<file path="config.mk">
export PLATFORM = sky130hd
export DESIGN_NAME = uart_tx
export DESIGN_NICKNAME = d
export VERILOG_FILES = /design/src/rtl/uart_pkg.sv /design/src/rtl/uart_tx.sv
export SDC_FILE = /design/constraint.sdc
export NUM_CORES = 1
export LEC_CHECK = 0
export ABC_AREA = 1
export CORE_MARGIN = 2
export CORE_UTILIZATION = 40
export DETAILED_ROUTE_END_ITERATION = 8
export PLACE_DENSITY = 0.67
export SETUP_SLACK_MARGIN = 0.02
export SLEW_MARGIN = 20
export SYNTH_ARGS = -nofsm -noshare
export SYNTH_HDL_FRONTEND = slang
export SYNTH_SLANG_ARGS = --single-unit
</file>
<file path="constraint.sdc">
create_clock -name CLK -period 1.7 [get_ports CLK]
set_input_delay 0.51 -clock CLK [delete_from_list [all_inputs] [get_ports CLK]]
set_output_delay 0.51 -clock CLK [all_outputs]
set_load 0.01 [all_outputs]
</file>
<file path="src/rtl/uart_pkg.sv">
// uart_pkg: definitions shared by the UART transmitter and a future receiver.
//   uart_state_e        - transmitter FSM state encoding
//   PARITY_NONE/EVEN/ODD - values of the PARITY parameter
//   parity_bit()        - maps the XOR of the data bits to the line parity bit
package uart_pkg;

    localparam int unsigned PARITY_NONE = 0;
    localparam int unsigned PARITY_EVEN = 1;
    localparam int unsigned PARITY_ODD  = 2;

    typedef enum logic [2:0] {
        ST_IDLE   = 3'd0,
        ST_FETCH  = 3'd1,
        ST_LOAD   = 3'd2,
        ST_START  = 3'd3,
        ST_DATA   = 3'd4,
        ST_PARITY = 3'd5,
        ST_STOP   = 3'd6
    } uart_state_e;

    // Even parity sends the XOR of the data bits; odd parity sends its inverse.
    function automatic logic parity_bit(input logic data_xor, input int unsigned mode);
        return (mode == PARITY_ODD) ? ~data_xor : data_xor;
    endfunction

endpackage

</file>
<file path="src/rtl/uart_tx.sv">
// uart_tx: FIFO-fed UART transmitter, LSB first, optional parity, 1 or 2 stop bits.
//   CLK     in   system clock, rising edge
//   RST     in   synchronous active-low reset
//   BCLK    in   one-cycle baud tick per bit period
//   empty   in   transmit FIFO empty
//   rd_data in   FIFO read data, valid the cycle after rd_en
//   rd_en   out  FIFO read strobe, one cycle per byte
//   TX      out  serial line, registered, idles high
//   busy    out  high whenever the FSM is not idle
module uart_tx
    import uart_pkg::*;
#(
    parameter int unsigned DATA_WIDTH = 8,
    parameter int unsigned PARITY     = PARITY_NONE,
    parameter int unsigned STOP_BITS  = 1
) (
    input  logic                  CLK,
    input  logic                  RST,
    input  logic                  BCLK,
    input  logic                  empty,
    input  logic [DATA_WIDTH-1:0] rd_data,
    output logic                  rd_en,
    output logic                  TX,
    output logic                  busy
);

    localparam int unsigned CNT_W      = $clog2(DATA_WIDTH + STOP_BITS + 1);
    localparam bit          HAS_PARITY = (PARITY != PARITY_NONE);

    uart_state_e           r_state;
    logic                  r_tx;
    logic [DATA_WIDTH-1:0] r_shift;
    logic [CNT_W-1:0]      r_cnt;
    logic                  r_par;
    logic                  r_busy;

    uart_state_e           w_state_nxt;
    logic                  w_tx_nxt;
    logic [DATA_WIDTH-1:0] w_shift_nxt;
    logic [CNT_W-1:0]      w_cnt_nxt;
    logic                  w_par_nxt;

    // The strobe must be seen by the FIFO in the same IDLE cycle that decides
    // to fetch, so it is decoded from the state register; gated by reset so a
    // FIFO with data never pops while the transmitter is held in reset.
    assign rd_en = RST && (r_state == ST_IDLE) && !empty;
    assign TX    = r_tx;
    assign busy  = r_busy;

    // State and datapath registers.
    always_ff @(posedge CLK) begin
        if (!RST) begin
            r_state <= ST_IDLE;
            r_tx    <= 1'b1;
            r_shift <= '0;
            r_cnt   <= '0;
            r_par   <= 1'b0;
            r_busy  <= 1'b0;
        end else begin
            r_state <= w_state_nxt;
            r_tx    <= w_tx_nxt;
            r_shift <= w_shift_nxt;
            r_cnt   <= w_cnt_nxt;
            r_par   <= w_par_nxt;
            r_busy  <= (w_state_nxt != ST_IDLE);
        end
    end

    // Next-state and datapath update; TX only ever changes on a BCLK cycle.
    always_comb begin
        w_state_nxt = r_state;
        w_tx_nxt    = r_tx;
        w_shift_nxt = r_shift;
        w_cnt_nxt   = r_cnt;
        w_par_nxt   = r_par;

        unique case (r_state)
            ST_IDLE: begin
                if (!empty) begin
                    w_state_nxt = ST_FETCH;
                end
            end

            // rd_data is valid during FETCH, so the byte and its parity are
            // latched as LOAD is entered; later changes on the FIFO side
            // cannot disturb the frame.
            ST_FETCH: begin
                w_state_nxt = ST_LOAD;
                w_shift_nxt = rd_data;
                w_cnt_nxt   = '0;
                w_par_nxt   = parity_bit(^rd_data, PARITY);
            end

            ST_LOAD: begin
                if (BCLK) begin
                    w_tx_nxt    = 1'b0;
                    w_state_nxt = ST_START;
                end
            end

            ST_START: begin
                if (BCLK) begin
                    w_tx_nxt    = r_shift[0];
                    w_shift_nxt = r_shift >> 1;
                    w_cnt_nxt   = CNT_W'(1);
                    w_state_nxt = ST_DATA;
                end
            end

            // r_cnt counts data bits already placed on the line.
            ST_DATA: begin
                if (BCLK) begin
                    if (r_cnt == CNT_W'(DATA_WIDTH)) begin
                        w_cnt_nxt = CNT_W'(1);
                        if (HAS_PARITY) begin
                            w_tx_nxt    = r_par;
                            w_state_nxt = ST_PARITY;
                        end else begin
                            w_tx_nxt    = 1'b1;
                            w_state_nxt = ST_STOP;
                        end
                    end else begin
                        w_tx_nxt    = r_shift[0];
                        w_shift_nxt = r_shift >> 1;
                        w_cnt_nxt   = r_cnt + CNT_W'(1);
                    end
                end
            end

            ST_PARITY: begin
                if (BCLK) begin
                    w_tx_nxt    = 1'b1;
                    w_cnt_nxt   = CNT_W'(1);
                    w_state_nxt = ST_STOP;
                end
            end

            // r_cnt counts stop bits already started. The FSM leaves as the
            // last stop bit begins, so IDLE/FETCH/LOAD run during that bit and
            // the next start bit lands on the very next tick.
            ST_STOP: begin
                if (r_cnt >= CNT_W'(STOP_BITS)) begin
                    w_state_nxt = ST_IDLE;
                end else if (BCLK) begin
                    w_cnt_nxt = r_cnt + CNT_W'(1);
                    if ((r_cnt + CNT_W'(1)) == CNT_W'(STOP_BITS)) begin
                        w_state_nxt = ST_IDLE;
                    end
                end
            end

            default: begin
                w_state_nxt = ST_IDLE;
            end
        endcase
    end

endmodule

</file>
* After elaboration in Yosys (flattened, before gate mapping)
Cells that the tools add are included.
** Storage, ports and cells
- Register bits :: 17
- Input bits :: 12
- Output and inout bits :: 3
- Logic and storage cells :: 61
** Cells by class
- $add $sub $neg :: 1
- Order comparisons :: 1
- Equal/unequal tests :: 16
- Mux-type cells :: 26
- Reductions and logical operators :: 12
** Operator list (count)
- 3-bit 2-to-1 mux :: 9
- 8-bit 2-to-1 mux :: 3
- 8-bit case mux with 3 select lines :: 1
- 3-bit case mux with 7 select lines :: 1
- 4-bit 2-to-1 mux :: 5
- 4-bit case mux with 4 select lines :: 1
- 2-bit inequality test, second input constant :: 7
- 5-bit AND reduction :: 2
- 3-bit equality test, second input constant :: 3
- 4-bit nonzero test :: 2
- 3-bit by 2-bit equality test with 1-bit output, second input constant :: 2
- 3-bit nonzero test :: 2
- 1-bit 2-to-1 mux :: 5
- 4-bit by 1-bit adder with 4-bit output, second input constant :: 1
- 4-bit by 1-bit equality test with 1-bit output, second input constant :: 1
- 4-bit equality test, second input constant :: 1
- 4-bit by 1-bit greater-or-equal comparator with 1-bit output, second input constant :: 1
- 1-bit case mux with 4 select lines :: 1
- 4-bit AND reduction :: 1
- 3-bit by 1-bit equality test with 1-bit output, second input constant :: 1
- 3-bit zero test :: 1
- 1-bit logical AND :: 2
- 2-bit by 1-bit inequality test with 1-bit output, second input constant :: 1
- 2-bit OR reduction :: 1
- 1-bit zero test :: 1

* Longest topological paths before layout
- Depth in word-level cells :: 7
- Mapped depth :: 10
- Mapped depth without buffers :: 10

* Worst setup path after synthesis
Ideal clock, no wire load.
- Path type :: register to register
- Start :: reg r_cnt[0]
- End :: reg r_shift[0]
- Library setup time :: 0.117 ns
- Arrival time :: 1.360 ns
- Data required time :: 1.583 ns
- Setup slack :: 0.224 ns
- Cell stages (with the launch flop) :: 9
- Buffers on the path :: 0
- Clock period less this slack :: 1.476 ns
- Path through :: dfxtp_1 -> inv_1 -> ha_1 -> nand2_1 -> nor2_1 -> o21ai_4 -> nand3_4 -> o21ai_1 -> nor2_1
** Between the ends
- Cells in the longest elaborated chain, start to end :: 3
** RTL lines
- start: declaration :: line uart_tx.sv:33 : logic [CNT_W-1:0] r_cnt;
- start signal: assignment :: line uart_tx.sv:63 : r_cnt <= w_cnt_nxt;
- 4-bit equality test :: line uart_tx.sv:113 : if (r_cnt == CNT_W'(DATA_WIDTH)) begin
- 2-bit inequality test (no source line)
- 4-bit AND reduction (no source line)
- end signal: assignment :: line uart_tx.sv:62 : r_shift <= w_shift_nxt;
- end: declaration :: line uart_tx.sv:32 : logic [DATA_WIDTH-1:0] r_shift;
No other way between the ends.
A chain may end at the register's enable or synchronous reset.

* Worst setup path in the final report
- Start :: reg r_busy, in the netlist busy
- End :: out busy
** RTL lines
- start: declaration :: line uart_tx.sv:35 : logic r_busy;
- start signal: assignment :: line uart_tx.sv:65 : r_busy <= (w_state_nxt != ST_IDLE);
- end: declaration :: line uart_tx.sv:24 : output logic busy
No word-level cell between the ends.

==> summary.txt <==
Met2 global-route usage -> 0.3295
Asr flop ratio synth -> 0
Slew Limit Fails -> 0
Final Cell Area -> 1459 um2
DRT antenna net count -> 0
Via count -> 1218
Lkg Pwr -> 0.7052 nW
Hold Vio Cnt, Final -> 0
Syn_nets -> 192
Hold Path Sink -> r_shift[7]$_SDFFE_PN0P_
Input/output buffers -> 14
Startpoint types -> flip-flop
Critical Path Slowest Stage Cell -> clkdlybuf4s50_1
Net Sw Frac -> 0.3299
HP Class -> flip-flop to flip-flop
Post-synthesis register bit count -> 17
Clk buf depth -> 2
First-pass GRT wire length -> 4.974 mm
DR pass1 iterations -> 4
Synthesized area per cell -> 6.461 um2
Vias in the first global route -> 1196
DP Area -> 1424 um2
Gr usage total -> 0.1839
CP top delay family -> buffers and inverters
Arrival time worst endpoint -> 1.13 ns
Sequential fraction of design power -> 0.450
Clk_skew -> 0.01134 ns
Antenna cell count -> 0
Starting DRT DRC Count -> 75
Initial antenna violation count -> 0
Grt met3 use -> 0.02041
VDD IR max -> 0.5740 mV
Post-CTS Hold Buffers -> 0
Hold Crit Start -> r_shift[7]$_SDFFE_PN0P_
Critical Path Fanout Max -> 1
Width of the die -> 57.47 um
Dominant synthesized flop cell -> dfxtp_1
GR Overflow Total -> 0
Initial Util -> 0.4183
EDFF count, synth -> 0
Slowest cell delay on critical path -> 0.52 ns
CTS Sinks -> 17
Htree depth -> 1
Num rows -> 19
CTS root buffer -> clkbuf_4
Clock power frac -> 0.205
Crit path cell chain -> clkdlybuf4s50_1
Hold path cells -> 2
Top area cells in the synthesized netlist -> dfxtp_1 (30%), nand2_1 (19%), nor2_1 (9.5%), nand3_1 (6.1%), nand2_4 (3.9%)
Most Used Layer, Global Route -> met2
Die area -> 3303 um2
Achievable Freq -> 609.5 MHz
Hold_ws -> 0.4696 ns
DPL Wire Length -> 2.109 mm
Area leader, netlist -> dfxtp_1
Sequential-to-total area share from yosys stat -> 0.2976
Final-report setup violation count -> 0
Largest net degree at the start of global routing -> 15
R2r endpoint -> r_cnt[0]$_SDFFE_PN0P_
Reg2reg setup slack -> 0.20 ns
Register-to-Register Path Depth -> 11
Yosys cell types -> 22
RSZ-0062 raised after global routing -> false
Vert. Die Dim -> 57.47 um
Core area -> 2734 um2
Yosys Warn Count -> 0
Fillers -> 264
Outcome -> complete, no violations
Io pins -> 15
CTS tree -> done
Crit Path Class -> flip-flop to primary output
Clock-pin slew on the worst setup and hold paths -> 0.10 ns
Worst skew pair latency -> 0.29 ns
Mapped Cells -> 177
Pwr Density -> 717.5 nW/um2
Buf/Inv on CP -> 1
Mapped Area -> 1144 um2
Max-slew headroom -> 0.7563
Net Switching -> 0.3454 mW
Met1 usage -> 0.2318
WL final -> 2.684 mm
Layout Nets -> 227
Critical Path RT -> 1.19 ns
R2r startpoint -> r_cnt[1]$_SDFFE_PN0P_
Post-route minimum period -> 1.641 ns
Top cell type's share of synthesized area -> 0.2976
Period utilisation layout -> 0.9651
Combinational share of power -> 0.345
Layout cells sized above 1 -> 0.1896
CP Capture Type -> primary output
DR WL/cell -> 11.09 um
Routability congestion estimate -> 0.8482
Area Overhead vs Synth -> 27.57%
Power, Total -> 1.047 mW
Pint -> 0.7014 mW
Drt via density -> 5.033
Least-Margin Pin Slew -> 0.3643 ns
Num CTS Buffers -> 3
Max-cap violations -> 0
# DRC -> 0
-- cell type report --
| class | instances | area (um2) | share of cell area |
|---|---|---|---|
| Sequential cell | 17 | 340.3 | 0.2333 |
| Inverter | 15 | 58.81 | 0.04031 |
| Clock buffer | 4 | 26.28 | 0.01801 |
| Timing Repair Buffer | 33 | 274.0 | 0.1878 |
| Tap cell | 31 | 38.79 | 0.02659 |
| Multi-Input combinational cell | 142 | 720.7 | 0.4940 |
-- cells in the final DEF, fill, tap and decap left out --
cell / n
a21oi_1: 7
o21ai_0: 2
nand2_4: 4
a31oi_1: 7
nand3_2: 1
inv_1: 10
ha_1: 3
inv_4: 1
o21ai_1: 7
buf_4: 19
clkbuf_4: 3
o21ai_4: 1
clkbuf_1: 1
nor2_2: 2
nand4_1: 3
dlygate4sd2_1: 3
nor2_8: 1
nor2_4: 2
nand3_4: 1
nand3_1: 14
nand2_1: 59
buf_2: 1
dfxtp_1: 17
nor2_1: 28
clkdlybuf4s50_1: 10
inv_2: 4
-- timing repair --
action | 4_1_cts | 5_1_grt
pin swaps | 2 | 3
setup buffers | 0 | 2
gates resized for setup | 7 | 1
endpoints found under the setup margin | 2 | 4
-- stage by stage --
stage	setup WS, ns	TNS [ns]	util	cells
floorplan	0.2236	0	-	177
global placement	-0.4956	-1.352	0.5208	236
detailed placement	-0.5081	-1.569	0.5208	236
CTS	0.04453	0	0.5272	240
global route	0.02121	0	0.5336	242
finish	0.05936	0	0.5336	242
-- synthesized netlist by cell type (2+ instances only) --
library cell / count
a21oi_1: 7
a31oi_1: 7
buf_6: 2
dfxtp_1: 17
ha_1: 3
inv_1: 10
inv_2: 4
nand2_1: 59
nand2_4: 4
nand3_1: 14
nand4_1: 3
nor2_1: 29
nor2_4: 2
o21ai_0: 2
o21ai_1: 7
-- layer usage --
metal,part of all wire,up-vias
li1,-,641
met1,0.47,557
met2,0.50,14
met3,0.021,6
met4,0.016,0
met5,0,-
-- cells by family after synthesis --
logic type,synth area share
flops,0.2976
simple gates,0.4726
buf+inv,0.07440
compound gates,0.1225
fa+ha+maj,0.03283
-- power by group through the flow --
stage          Combinational, mW  Clock (mW)  Sequential (mW)
2_1_floorplan              0.216           0            0.484
3_5_place_dp               0.359           0            0.479
5_1_grt                    0.408       0.236            0.477
6_report                   0.361       0.215            0.471
3_3_place_gp               0.348           0            0.477
4_1_cts                    0.355       0.223            0.471
-- worst max path at each step --
stage | start | to | slack (ns) | depth (start not counted)
CTS | busy$_SDFF_PN0_ | busy | 0.04 | 1
detailed placement | empty | rd_en | -0.51 | 5
global route | busy$_SDFF_PN0_ | busy | 0.02 | 1
floorplan | r_cnt[0]$_SDFFE_PN0P_ | r_shift[0]$_SDFFE_PN0P_ | 0.22 | 8
finish | busy$_SDFF_PN0_ | busy | 0.06 | 1
global placement | empty | rd_en | -0.50 | 5
-- state kept, by name, summed over array words and instances, names as in the netlist --
| signal | flops |
|---|---|
| busy | 1 |
| r_state | 3 |
| r_shift | 8 |
| TX | 1 |
| r_cnt | 4 |
Power figures use the tool's default switching activity.
